$ cat config.mk
export PLATFORM = sky130hd
export DESIGN_NAME = my_alu
export DESIGN_NICKNAME = d
export VERILOG_FILES = /design/src/rtl/my_alu_pkg.sv /design/src/rtl/alu_addsub.sv /design/src/rtl/my_alu.sv
export SDC_FILE = /design/constraint.sdc
export NUM_CORES = 1
export LEC_CHECK = 0
export BUFFER_PORTS_ARGS = -buffer_cell sky130_fd_sc_hd__buf_4
export CAP_MARGIN = 10
export CORE_UTILIZATION = 50
export CTS_CLUSTER_DIAMETER = 100
export DETAILED_ROUTE_END_ITERATION = 6
export PLACE_DENSITY = 0.75
export SLEW_MARGIN = 40
export SYNTH_ARGS = -nofsm -noshare
export SYNTH_HDL_FRONTEND = slang
export SYNTH_SLANG_ARGS = --single-unit
$ cat constraint.sdc
create_clock -name clkdbi -period 7.8 [get_ports clkdbi]
set_input_delay 1.17 -clock clkdbi [delete_from_list [all_inputs] [get_ports clkdbi]]
set_output_delay 1.17 -clock clkdbi [all_outputs]
set_load 0.01 [all_outputs]
$ cat src/rtl/my_alu_pkg.sv
// Shared definitions for the 1801VM1 ALU: operation indices, flag positions
// and the signed boundary values used by the overflow rules.
package my_alu_pkg;

  localparam int unsigned NUM_OPS = 24;

  // Strobe indices; lower index wins when several strobes are asserted.
  typedef enum logic [4:0] {
    OP_ADD  = 5'd0,  OP_ADC  = 5'd1,  OP_SUB  = 5'd2,  OP_SBC  = 5'd3,
    OP_INC2 = 5'd4,  OP_DEC2 = 5'd5,  OP_INC  = 5'd6,  OP_DEC  = 5'd7,
    OP_CLR  = 5'd8,  OP_COM  = 5'd9,  OP_NEG  = 5'd10, OP_TST  = 5'd11,
    OP_ROR  = 5'd12, OP_ROL  = 5'd13, OP_ASR  = 5'd14, OP_ASL  = 5'd15,
    OP_SXT  = 5'd16, OP_MOV  = 5'd17, OP_CMP  = 5'd18, OP_BIT  = 5'd19,
    OP_BIC  = 5'd20, OP_BIS  = 5'd21, OP_EXOR = 5'd22, OP_SWAB = 5'd23,
    OP_NONE = 5'd24
  } op_e;

  localparam int unsigned FLAG_N = 3;
  localparam int unsigned FLAG_Z = 2;
  localparam int unsigned FLAG_V = 1;
  localparam int unsigned FLAG_C = 0;

  localparam logic [15:0] WORD_MAX_POS = 16'o077777;
  localparam logic [15:0] WORD_MIN_NEG = 16'o100000;
  localparam logic [7:0]  BYTE_MAX_POS = 8'o177;
  localparam logic [7:0]  BYTE_MIN_NEG = 8'o200;

  // Operations that always work on full words regardless of mbyte.
  function automatic logic ignores_mbyte(op_e op);
    return op inside {OP_ADD, OP_SUB, OP_INC2, OP_DEC2, OP_SXT, OP_EXOR,
                      OP_SWAB, OP_NONE};
  endfunction

endpackage

$ cat src/rtl/alu_addsub.sv
// 16-bit adder with carry-in; carry and overflow taps at the byte and word msb.
module alu_addsub (
  input  logic [15:0] a,
  input  logic [15:0] b,
  input  logic        cin,
  output logic [15:0] sum,
  output logic        c8,
  output logic        v8,
  output logic        c16,
  output logic        v16
);

  logic [16:0] full;

  assign full = {1'b0, a} + {1'b0, b} + 17'(cin);
  assign sum  = full[15:0];
  assign c16  = full[16];
  // Carry into bit k is recovered as a[k]^b[k]^sum[k].
  assign c8   = a[8] ^ b[8] ^ sum[8];
  assign v8   = (a[7] ^ b[7] ^ sum[7]) ^ c8;
  assign v16  = (a[15] ^ b[15] ^ sum[15]) ^ c16;

endmodule

$ cat src/rtl/my_alu.sv
// Combinational PDP-11/1801VM1 ALU with a one-cycle registered copy of
// result and flags for status capture.
module my_alu
  import my_alu_pkg::*;
(
  input  logic        clkdbi,
  input  logic        reset_n,
  input  logic [15:0] in1,
  input  logic [15:0] in2,
  input  logic        ni,
  input  logic        ci,
  input  logic        mbyte,
  input  logic        add, adc, sub, sbc, inc2, dec2, inc, dec,
  input  logic        clr, com, neg, tst, ror, rol, asr, asl,
  input  logic        sxt, mov, cmp, bit_, bic, bis, exor, swab,
  output logic [15:0] final_result,
  output logic [3:0]  final_flags,
  output logic [3:0]  ccmask,
  output logic [15:0] result_q,
  output logic [3:0]  flags_q
);

  logic [NUM_OPS-1:0] strb;
  op_e                op;
  logic               bm;
  logic [15:0]        add_a, add_b, sum;
  logic               add_cin, c8, v8, c16, v16, ar_c, ar_v;
  logic [15:0]        res;
  logic [3:0]         mask, flags;
  logic               v_raw, c_raw, v_shift, nz_low, n, z, v;

  assign strb = {swab, exor, bis, bic, bit_, cmp, mov, sxt, asl, asr, rol, ror,
                 tst, neg, com, clr, dec, inc, dec2, inc2, sbc, sub, adc, add};

  always_comb begin
    op = OP_NONE;
    for (int i = NUM_OPS - 1; i >= 0; i--)
      if (strb[i]) op = op_e'(5'(i));
  end

  assign bm = mbyte & ~ignores_mbyte(op);

  // Operand steering: subtraction is D + ~S + 1, borrow is the inverted carry.
  always_comb begin
    add_a   = in2;
    add_b   = 16'h0000;
    add_cin = 1'b0;
    case (op)
      OP_ADD:  add_b = in1;
      OP_ADC:  add_cin = ci;
      OP_SUB:  begin add_b = ~in1; add_cin = 1'b1; end
      OP_SBC:  begin add_b = 16'hFFFF; add_cin = ~ci; end
      OP_CMP:  begin add_a = in1; add_b = ~in2; add_cin = 1'b1; end
      OP_INC:  add_cin = 1'b1;
      OP_DEC:  add_b = 16'hFFFF;
      OP_INC2: add_b = 16'h0002;
      OP_DEC2: add_b = 16'hFFFE;
      OP_NEG:  begin add_a = ~in2; add_cin = 1'b1; end
      default: ;
    endcase
  end

  alu_addsub u_alu_addsub (
    .a   (add_a),
    .b   (add_b),
    .cin (add_cin),
    .sum (sum),
    .c8  (c8),
    .v8  (v8),
    .c16 (c16),
    .v16 (v16)
  );

  assign ar_c = bm ? c8 : c16;
  assign ar_v = bm ? v8 : v16;

  always_comb begin
    res     = 16'h0000;
    mask    = 4'b0000;
    v_raw   = 1'b0;
    c_raw   = 1'b0;
    v_shift = 1'b0;
    case (op)
      OP_ADD, OP_ADC: begin res = sum; mask = 4'b1111; v_raw = ar_v; c_raw = ar_c; end
      OP_SUB, OP_SBC, OP_CMP: begin
        res = sum; mask = 4'b1111; v_raw = ar_v; c_raw = ~ar_c;
      end
      OP_INC: begin
        res = sum; mask = 4'b1110;
        v_raw = bm ? (in2[7:0] == BYTE_MAX_POS) : (in2 == WORD_MAX_POS);
      end
      OP_DEC: begin
        res = sum; mask = 4'b1110;
        v_raw = bm ? (in2[7:0] == BYTE_MIN_NEG) : (in2 == WORD_MIN_NEG);
      end
      OP_INC2, OP_DEC2: res = sum;
      OP_CLR: mask = 4'b1111;
      OP_COM: begin res = ~in2; mask = 4'b1111; c_raw = 1'b1; end
      OP_NEG: begin
        res = sum; mask = 4'b1111;
        v_raw = bm ? (sum[7:0] == BYTE_MIN_NEG) : (sum == WORD_MIN_NEG);
        c_raw = bm ? |sum[7:0] : |sum;
      end
      OP_TST: begin res = in2; mask = 4'b1111; end
      OP_ROR: begin
        res = bm ? {8'h00, ci, in2[7:1]} : {ci, in2[15:1]};
        mask = 4'b1111; c_raw = in2[0]; v_shift = 1'b1;
      end
      OP_ROL: begin
        res = bm ? {8'h00, in2[6:0], ci} : {in2[14:0], ci};
        mask = 4'b1111; c_raw = bm ? in2[7] : in2[15]; v_shift = 1'b1;
      end
      OP_ASR: begin
        res = bm ? {8'h00, in2[7], in2[7:1]} : {in2[15], in2[15:1]};
        mask = 4'b1111; c_raw = in2[0]; v_shift = 1'b1;
      end
      OP_ASL: begin
        res = bm ? {8'h00, in2[6:0], 1'b0} : {in2[14:0], 1'b0};
        mask = 4'b1111; c_raw = bm ? in2[7] : in2[15]; v_shift = 1'b1;
      end
      OP_SXT:  begin res = {16{ni}}; mask = 4'b0110; end
      OP_MOV:  begin res = in2; mask = 4'b1110; end
      OP_BIT:  begin res = in1 & in2; mask = 4'b1110; end
      OP_BIC:  begin res = ~in1 & in2; mask = 4'b1110; end
      OP_BIS:  begin res = in1 | in2; mask = 4'b1110; end
      OP_EXOR: begin res = in1 ^ in2; mask = 4'b1110; end
      OP_SWAB: begin res = {in2[7:0], in2[15:8]}; mask = 4'b1111; end
      default: ;
    endcase
  end

  // SWAB is a word op but reports N/Z on the new low byte.
  assign nz_low = bm | (op == OP_SWAB);
  assign n      = nz_low ? res[7] : res[15];
  assign z      = nz_low ? ~|res[7:0] : ~|res;
  assign v      = v_shift ? (n ^ c_raw) : v_raw;

  always_comb begin
    flags         = 4'b0000;
    flags[FLAG_N] = n;
    flags[FLAG_Z] = z;
    flags[FLAG_V] = v;
    flags[FLAG_C] = c_raw;
  end

  always_comb begin
    if (!bm)               final_result = res;
    else if (op == OP_MOV) final_result = {{8{res[7]}}, res[7:0]};
    else                   final_result = {in2[15:8], res[7:0]};
  end

  assign final_flags = flags & mask;
  assign ccmask      = mask;

  // Status capture register, loads every cycle.
  always_ff @(posedge clkdbi or negedge reset_n) begin
    if (!reset_n) begin
      result_q <= 16'h0000;
      flags_q  <= 4'b0000;
    end else begin
      result_q <= final_result;
      flags_q  <= final_flags;
    end
  end

endmodule

==> results of run 1 <==
-- routing by layer --
layer  part of all wire (%)  vias to the layer above  GRT usage [%]
li1                       -                     2838              -
met1                     37                     3034           55.2
met2                     41                      656           65.3
met3                     14                      168           12.6
met4                    6.9                        2           23.5
met5                  0.068                        -              0
-- worst max-delay path: stages --
cell and delay [ns]:
buf_4 0.12, o311a_1 0.37, o2111ai_1 0.40, nand3_1 0.20, a21oi_2 0.29, o21ai_1 0.18, buf_4 0.25, a21o_1 0.20
ha_1 0.26, or4_1 0.58, o21ai_4 0.21, a211oi_2 0.12, o31ai_1 0.57, xor2_1 0.33, nor3_1 0.09, a22oi_1 0.22
nor3_1 0.09, nor4_1 0.50, a21oi_1 0.13, buf_4 0.18
-- final cells by class --
type	count	area (um2)
Timing Repair Buffer	137	1030
Multi-Input combinational cell	588	3930
Sequential cell	20	500
Clock buffer	3	41.3
Fill cell	865	3410
Inverter	40	150
Tap cell	111	139
-- Yosys cell counts (4+ instances only) --
library cell   n
nor4_2         4
and3_1         5
a211oi_1       9
o22ai_1       20
nand3_1       23
nor4_1        11
a21oi_1       44
dfrtp_1       20
xor2_1         9
nand4_1       13
o2111ai_1      4
inv_1         39
nor2_1        71
a31oi_1        4
and2_1         8
buf_2          6
o21bai_1       6
clkbuf_1      36
o211a_1        4
o211ai_1      16
a22oi_1        8
or3_1          6
a21o_1        13
nand2_1       76
o21ai_1        4
xnor2_1       12
ha_1          31
a221oi_1      20
mux2i_1        6
o21a_1         6
nor3_1        29
o21ai_0       43
a2111oi_0      7
o221ai_1       4
nand2b_1       7
-- power by group through the flow --
stage          Clock (W)  Combinational [W]  Sequential (W)
6_report       0.0000632           0.000450        0.000133
5_1_grt        0.0000666           0.000475        0.000135
4_1_cts        0.0000650           0.000429        0.000133
3_5_place_dp           0           0.000428        0.000135
3_3_place_gp           0           0.000420        0.000135
2_1_floorplan          0           0.000220        0.000149
-- registers in the layout (all words and copies together), names as in the netlist --
| signal | count |
|---|---|
| flags_q | 4 |
| result_q | 16 |
-- path summary, 6_finish.rpt --
kind / start / to / depth (start not counted)
min in group clkdbi: in2[11] / result_q[11] / 3
max in group asynchronous: reset_n / flags_q[3] / 1
worst max-delay path: bic / final_flags[1] / 20
worst min-delay path: reset_n / result_q[4] / 1
-- per-stage QoR --
step	cell area [um2]	instances
2_1_floorplan	4710	692
3_3_place_gp	5670	893
4_1_cts	5740	896
5_1_grt	5790	899
3_5_place_dp	5700	893
6_report	5790	899
-- repair_timing --
item | CTS | global route
endpoints found under the setup margin | 0 | 3
resized for setup | 0 | 6
buffers inserted | 0 | 3
-- cell families (layout without fill, tap and decap cells) --
| kind of cell | count (synthesis) | in the layout | share of synthesized area (%) |
|---|---|---|---|
| AO/OA/AOI/OAI | 253 | 253 | 38.3 |
| adder cells (fa/ha/maj) | 33 | 33 | 9.08 |
| flip-flops | 20 | 20 | 10.6 |
| buffers and inverters | 84 | 180 | 7.09 |
| AND/OR/NAND/NOR | 273 | 273 | 29.3 |
| multiplexers | 8 | 8 | 1.75 |
| XOR/XNOR | 21 | 21 | 3.90 |
==> results_dict.tcl, run 1 <==
set metrics [dict create \
    status "finished clean" \
    avgSynthCellArea_um2 6.81 \
    synth.cell_area_mm2 0.00471 \
    utilization_pct 63.0 \
    wl_mm 22.1 \
    place_congestion 1.10 \
    numCtsBuffers 3 \
    holdBufCountCts 0 \
    dp_slack_ns 0.171 \
    grt_setup_unrepaired "no" \
    period_share_pct 97.9 \
    rows 35 \
    leakage_nw 2.54 \
    dieWidth_um 99.1 \
    h-tree-depth 1 \
    yosysTopAreaCellShare_pct 10.6 \
    area_growth_pct 22.9 \
    num_antenna_cells 0 \
    max_cap_violations 0 \
    hp-class "input port to async pin" \
    worstMarginPinSlew_ns 0.819 \
    yosysWarnings 0 \
    setup_slack_ns 0.163 \
    grt_usage_pct 43.2 \
    power_switching_w 0.000301 \
    synth_cell_type_count 79 \
    synth_seq_cells 20 \
    final_cell_mix "137 x buf_4, 76 x nand2_1, 71 x nor2_1, 43 x o21ai_0, 41 x a21oi_1" \
    synth_ff_type "dfrtp_1" \
    p_sw_share_pct 46.5 \
    synth_top_cell_by_area "dfrtp_1" \
    yosysSeqAreaShare_pct 10.6 \
    grt_overflow 0 \
    dieHeight_um 99.1 \
    fmax_mhz 131 \
    seq_power_share_pct 20.6 \
    num_io_pins 105 \
    grt_pass1_vias 6061 \
    initial_core_util_pct 51.3 \
    syn-instance-count 692 \
    clock_power_share_pct 9.8 \
    start_kind "input port" \
    worstPathRequired_ns 6.63 \
    final_common_cell "buf_4" \
    synth_fp_nets 786 \
    end_kind "output pin" \
    synth_area_leaders "dfrtp_1 11%, ha_1 8.2%, nand2_1 6.1%" \
    relSlewSlack_pct 45.3 \
    setup_tns_ns 0 \
    vias 6698 \
    worst-path-max-fanout 15 \
    numClockSinks 20 \
    power_density_mw_per_mm2 112 \
    hold-worst-slack_ns 0.777 \
    cts_tree "yes" \
    ant_nets 0 \
    viasPerCell 7.45 \
    coreArea_mm2 0.00920 \
    dieArea_mm2 0.00982 \
    setup_viol 0 \
    cp.arrival_ns 6.47 \
    layout-drive-gt1-share_pct 22.0 \
    drcViolationCount 0 \
    comb_power_share_pct 69.7 \
    path_class "input port to output pin" \
    finalHoldViolCount 0 \
    drt_iter0_markers 1098 \
    p_int_w 0.000346 \
    fin_nets 884 \
    synth_edf_count 0 \
    ir_worst_vdd_v 0.0000877 \
    dp_hpwl_mm 16.9 \
    wl_per_cell_um 24.6 \
    min_period_ns 7.64 \
    io_buffers 104 \
    grt_pass1_wl_mm 32.9 \
    cts_root_buf "clkbuf_8" \
    grt_antenna_before_repair 1 \
    drtPass1Iterations 7 \
    slew_viol_final 0 \
    async_reset_ff_share_pct 100 \
    grt_max_degree 27 \
    clock_path_buffers 2 \
    cts.clk_slew.worst_paths_ns 0.06 \
    power.total_w 0.000646 \
]
(Power assumes the default switching activity.)
==> inputs of run 2 (changes only) <==
Settings changed: BUFFER_PORTS_ARGS -buffer_cell sky130_fd_sc_hd__buf_4 to default, DONT_BUFFER_PORTS from default to 1, PLACE_DENSITY 0.75 to default.
==> results_dict.tcl, run 2 (same netlist as run 1, synthesis figures left out) <==
set metrics [dict create \
    status "finished clean" \
    drt_iter0_markers 740 \
    start_kind "input port" \
    finalHoldViolCount 0 \
    grt_overflow 0 \
    grt_usage_pct 40.9 \
    leakage_nw 2.06 \
    grt_pass1_wl_mm 30.9 \
    power_density_mw_per_mm2 112 \
    min_period_ns 7.42 \
    end_kind "output pin" \
    power.total_w 0.000560 \
    slew_viol_final 0 \
    dieHeight_um 99.1 \
    ir_worst_vdd_v 0.0000675 \
    holdBufCountCts 0 \
    dp_hpwl_mm 16.0 \
    drtPass1Iterations 6 \
    path_buf_inv 1 \
    ant_nets 0 \
    hp-class "input port to async pin" \
    drcViolationCount 0 \
    worst_path_max_delay_cell "or4_1" \
    period_share_pct 95.1 \
    area_growth_pct 5.79 \
    final_common_cell "nand2_1" \
    cp_common_cell "a221oi_1" \
    io_buffers 0 \
    grt_setup_unrepaired "no" \
    cts_tree "yes" \
    num_io_pins 105 \
    cts.clk_slew.worst_paths_ns 0.08 \
    rows 35 \
    cp.arrival_ns 6.25 \
    setup_tns_ns 0 \
    viasPerCell 7.63 \
    ctsResizeCount 0 \
    dp_slack_ns 0.477 \
    coreArea_mm2 0.00920 \
    wl_mm 20.7 \
    layout-drive-gt1-share_pct 9.06 \
    grt_antenna_before_repair 0 \
    place_congestion 1.05 \
    critPathTopFamily "compound AO/OA/AOI/OAI gates" \
    dieArea_mm2 0.00982 \
    grt_pass1_vias 5357 \
    cts_root_buf "clkbuf_8" \
    fin_nets 779 \
    max_cap_violations 0 \
    worstPathRequired_ns 6.63 \
    path_class "input port to output pin" \
    clock_path_buffers 2 \
    grt_max_degree 27 \
    h-tree-depth 1 \
    fmax_mhz 135 \
    dieWidth_um 99.1 \
    crit_chain "nand2b_1 -> a221oi_1 -> nor4_2 -> o21a_1 -> o21ai_2 -> nor2_1 -> buf_4 -> a221oi_1 -> nand2_1 -> ha_1 -> or4_1 -> o21ai_1 -> a211oi_1 -> or3_1 -> a2111oi_0 -> and4b_1 -> a211o_1 -> nand3_1 -> xor2_1 -> a21oi_1" \
    relSlewSlack_pct 42.7 \
    worst-path-max-fanout 12 \
    largest_reg_flops 16 \
    numCtsBuffers 3 \
    num_antenna_cells 0 \
    reg.largest.list "result_q (16), flags_q (4)" \
    post_cts_buffers 0 \
    setup_slack_ns 0.384 \
    regMostFlops "result_q" \
    worstMarginPinSlew_ns 0.852 \
    slowest_delay_ns 0.53 \
    initial_core_util_pct 51.3 \
    wl_per_cell_um 26.0 \
    vias 6065 \
    numClockSinks 20 \
    setup_viol 0 \
    final_cell_mix "76 x nand2_1, 71 x nor2_1, 44 x a21oi_1, 43 x o21ai_0, 39 x inv_1" \
]
[run 2: cell count changes in the layout (fill, tap and decap cells not counted), sizes merged]
cell / previous run / this run
buf: 137 / 32
bufinv: 0 / 1
[run 2: metal layers]
layer	share of wire [%]	track usage [%]	vias up	wire length [um]
met2	43	61.5	533	8810
met4	5.1	18.2	0	1060
li1	-	-	2630	-
met3	12	6.04	100	2580
met1	40	57.8	2802	8250
met5	0	0	-	0
[run 2: final timing paths]
path	startpoint	endpoint	slack, ns	cells past startpoint
min	reset_n	result_q[1]	0.59	0
max	exor	final_flags[1]	0.38	20
max in group asynchronous	reset_n	result_q[12]	7.13	0
min in group clkdbi	in2[15]	result_q[15]	1.24	2
[run 2: through the flow]
| step | std cells | util [%] | cell area (um2) | hold slack [ns] |
|---|---|---|---|---|
| floorplan | 692 | - | 4710 | 0.874 |
| global placement | 791 | 53.4 | 4910 | 0.875 |
| detailed placement | 791 | 53.4 | 4910 | 0.875 |
| CTS | 795 | 54.2 | 4990 | 0.592 |
| global route | 795 | 54.2 | 4990 | 0.587 |
| finish | 795 | 54.2 | 4990 | 0.593 |
[run 2: area by class of cell]
cell class / count / area [um2]
fill: 926 / 4210
multi-input combinational: 588 / 3880
sequential: 20 / 500
timing repair buffer: 32 / 240
inverter: 40 / 150
tap: 111 / 139
clock buffer: 3 / 41.3
clock inverter: 1 / 30.0
[run 2: where the power goes]
group / leakage (nW) / switching [W] / internal [W] / total, W
Clock: 0.0357 / 0.0000349 / 0.0000685 / 0.000103
Sequential: 0.235 / 0.0000197 / 0.000128 / 0.000147
Combinational: 1.79 / 0.000198 / 0.000111 / 0.000309
==> inputs of run 3 (changes only) <==
Settings changed: CORE_UTILIZATION 50 to 30.
==> results_dict.tcl, run 3 (same netlist as run 1, synthesis figures left out) <==
set metrics [dict create \
    grt_max_degree 27 \
    grt_pass1_vias 5338 \
    final_common_cell "nand2_1" \
    cp.arrival_ns 6.31 \
    finalInstanceArea_mm2 0.00515 \
    worst-path-max-fanout 11 \
    dieWidth_um 127 \
    area_growth_pct 9.37 \
    layout-drive-gt1-share_pct 9.52 \
    drcViolationCount 0 \
    ctsResizeCount 0 \
    dieHeight_um 127 \
    status "finished clean" \
    cts_root_buf "clkbuf_16" \
    drtPass1Iterations 6 \
    ir_worst_vdd_v 0.000119 \
    drt_iter0_markers 827 \
    placed_area_mm2 0.00504 \
    num_antenna_cells 0 \
    worstPathRequired_ns 6.63 \
    slew_viol_final 0 \
    final_cell_mix "76 x nand2_1, 71 x nor2_1, 42 x o21ai_0, 41 x a21oi_1, 39 x inv_1" \
    grt_antenna_before_repair 0 \
    largest_reg_flops 16 \
    min_period_ns 7.48 \
    grt_setup_unrepaired "no" \
    io_buffers 0 \
    worstMarginPinSlew_ns 0.772 \
    viasPerCell 6.75 \
    fmax_mhz 134 \
    num_io_pins 105 \
    coreArea_mm2 0.0153 \
    grt_pass1_wl_mm 31.6 \
    clock_path_buffers 2 \
    hp-class "input port to async pin" \
    numCtsBuffers 3 \
    place_congestion 0.996 \
    start_kind "input port" \
    regMostFlops "result_q" \
    reg.largest.list "result_q (16), flags_q (4)" \
    period_share_pct 95.9 \
    power_density_mw_per_mm2 114 \
    numClockSinks 20 \
    ant_nets 0 \
    h-tree-depth 1 \
    vias 6037 \
    holdBufCountCts 0 \
    cts.clk_slew.worst_paths_ns 0.05 \
    dieArea_mm2 0.0162 \
    setup_viol 0 \
    relSlewSlack_pct 48.3 \
    leakage_nw 2.06 \
    wl_per_cell_um 23.6 \
    rows 45 \
    fin_nets 778 \
    end_kind "output pin" \
    wl_mm 21.1 \
    post_cts_buffers 0 \
    finalHoldViolCount 0 \
    setup_tns_ns 0 \
    grt_overflow 0 \
    initial_core_util_pct 30.9 \
    grt_usage_pct 25.1 \
    cts_tree "yes" \
    path_class "input port to output pin" \
    max_cap_violations 0 \
    dp_hpwl_mm 16.3 \
]
[run 3: cell count changes in the layout (fill, tap and decap cells not counted), sizes merged]
cell	previous run	this run
buf	32	31
[run 3: cell type report]
type | count | area [um2]
Timing Repair Buffer | 31 | 233
Sequential cell | 20 | 500
Clock buffer | 3 | 75.1
Fill cell | 1638 | 10100
Clock inverter | 1 | 30.0
Multi-Input combinational cell | 588 | 3900
Inverter | 40 | 150
Tap cell | 211 | 264
[run 3: final timing paths]
kind	start	end	slack, ns	depth (start not counted)
max in group asynchronous	reset_n	flags_q[0]	7.11	0
min in group clkdbi	in2[11]	result_q[11]	1.26	2
max	inc	final_flags[1]	0.32	20
min	reset_n	result_q[12]	0.62	0
[run 3: through the flow]
stage	util, %	hold slack [ns]	power (W)	std cells	worst slack (ns)
6_report	33.8	0.618	0.000585	894	0.320
2_1_floorplan	-	0.874	0.000369	692	0.717
3_5_place_dp	33.0	0.875	0.000444	890	0.378
3_3_place_gp	32.9	0.875	0.000445	890	0.544
4_1_cts	33.7	0.614	0.000579	894	0.378
5_1_grt	33.8	0.606	0.000622	894	0.00175
[run 3: metal layers]
| metal | vias to the layer above | track usage [%] | part of all wire, % |
|---|---|---|---|
| met2 | 505 | 38.8 | 42 |
| li1 | 2624 | - | - |
| met1 | 2818 | 32.9 | 39 |
| met5 | - | 0 | 0 |
| met3 | 90 | 7.04 | 15 |
| met4 | 0 | 9.45 | 4.8 |
[run 3: critical path, stage by stage]
cell and delay [ns]:
nor2b_1 0.12, o21ba_2 0.22, or3_1 0.36, or3_1 0.46, nand2_1 0.27, nand4_1 0.33
buf_4 0.30, nand2_1 0.07, ha_1 0.29, o21ai_0 0.16, nor3_1 0.18, o21ai_1 0.12
a211oi_1 0.42, o21ai_0 0.23, a2111oi_0 0.49, and4b_1 0.32, a211o_1 0.15, nand3_1 0.12
xor2_1 0.18, a21oi_1 0.35
[run 3: where the power goes]
group          total, W  switching, W  internal [W]  leakage, nW
clock network  0.000133     0.0000311      0.000101       0.0511
logic          0.000305      0.000196      0.000110         1.78
registers      0.000147     0.0000193      0.000128        0.235
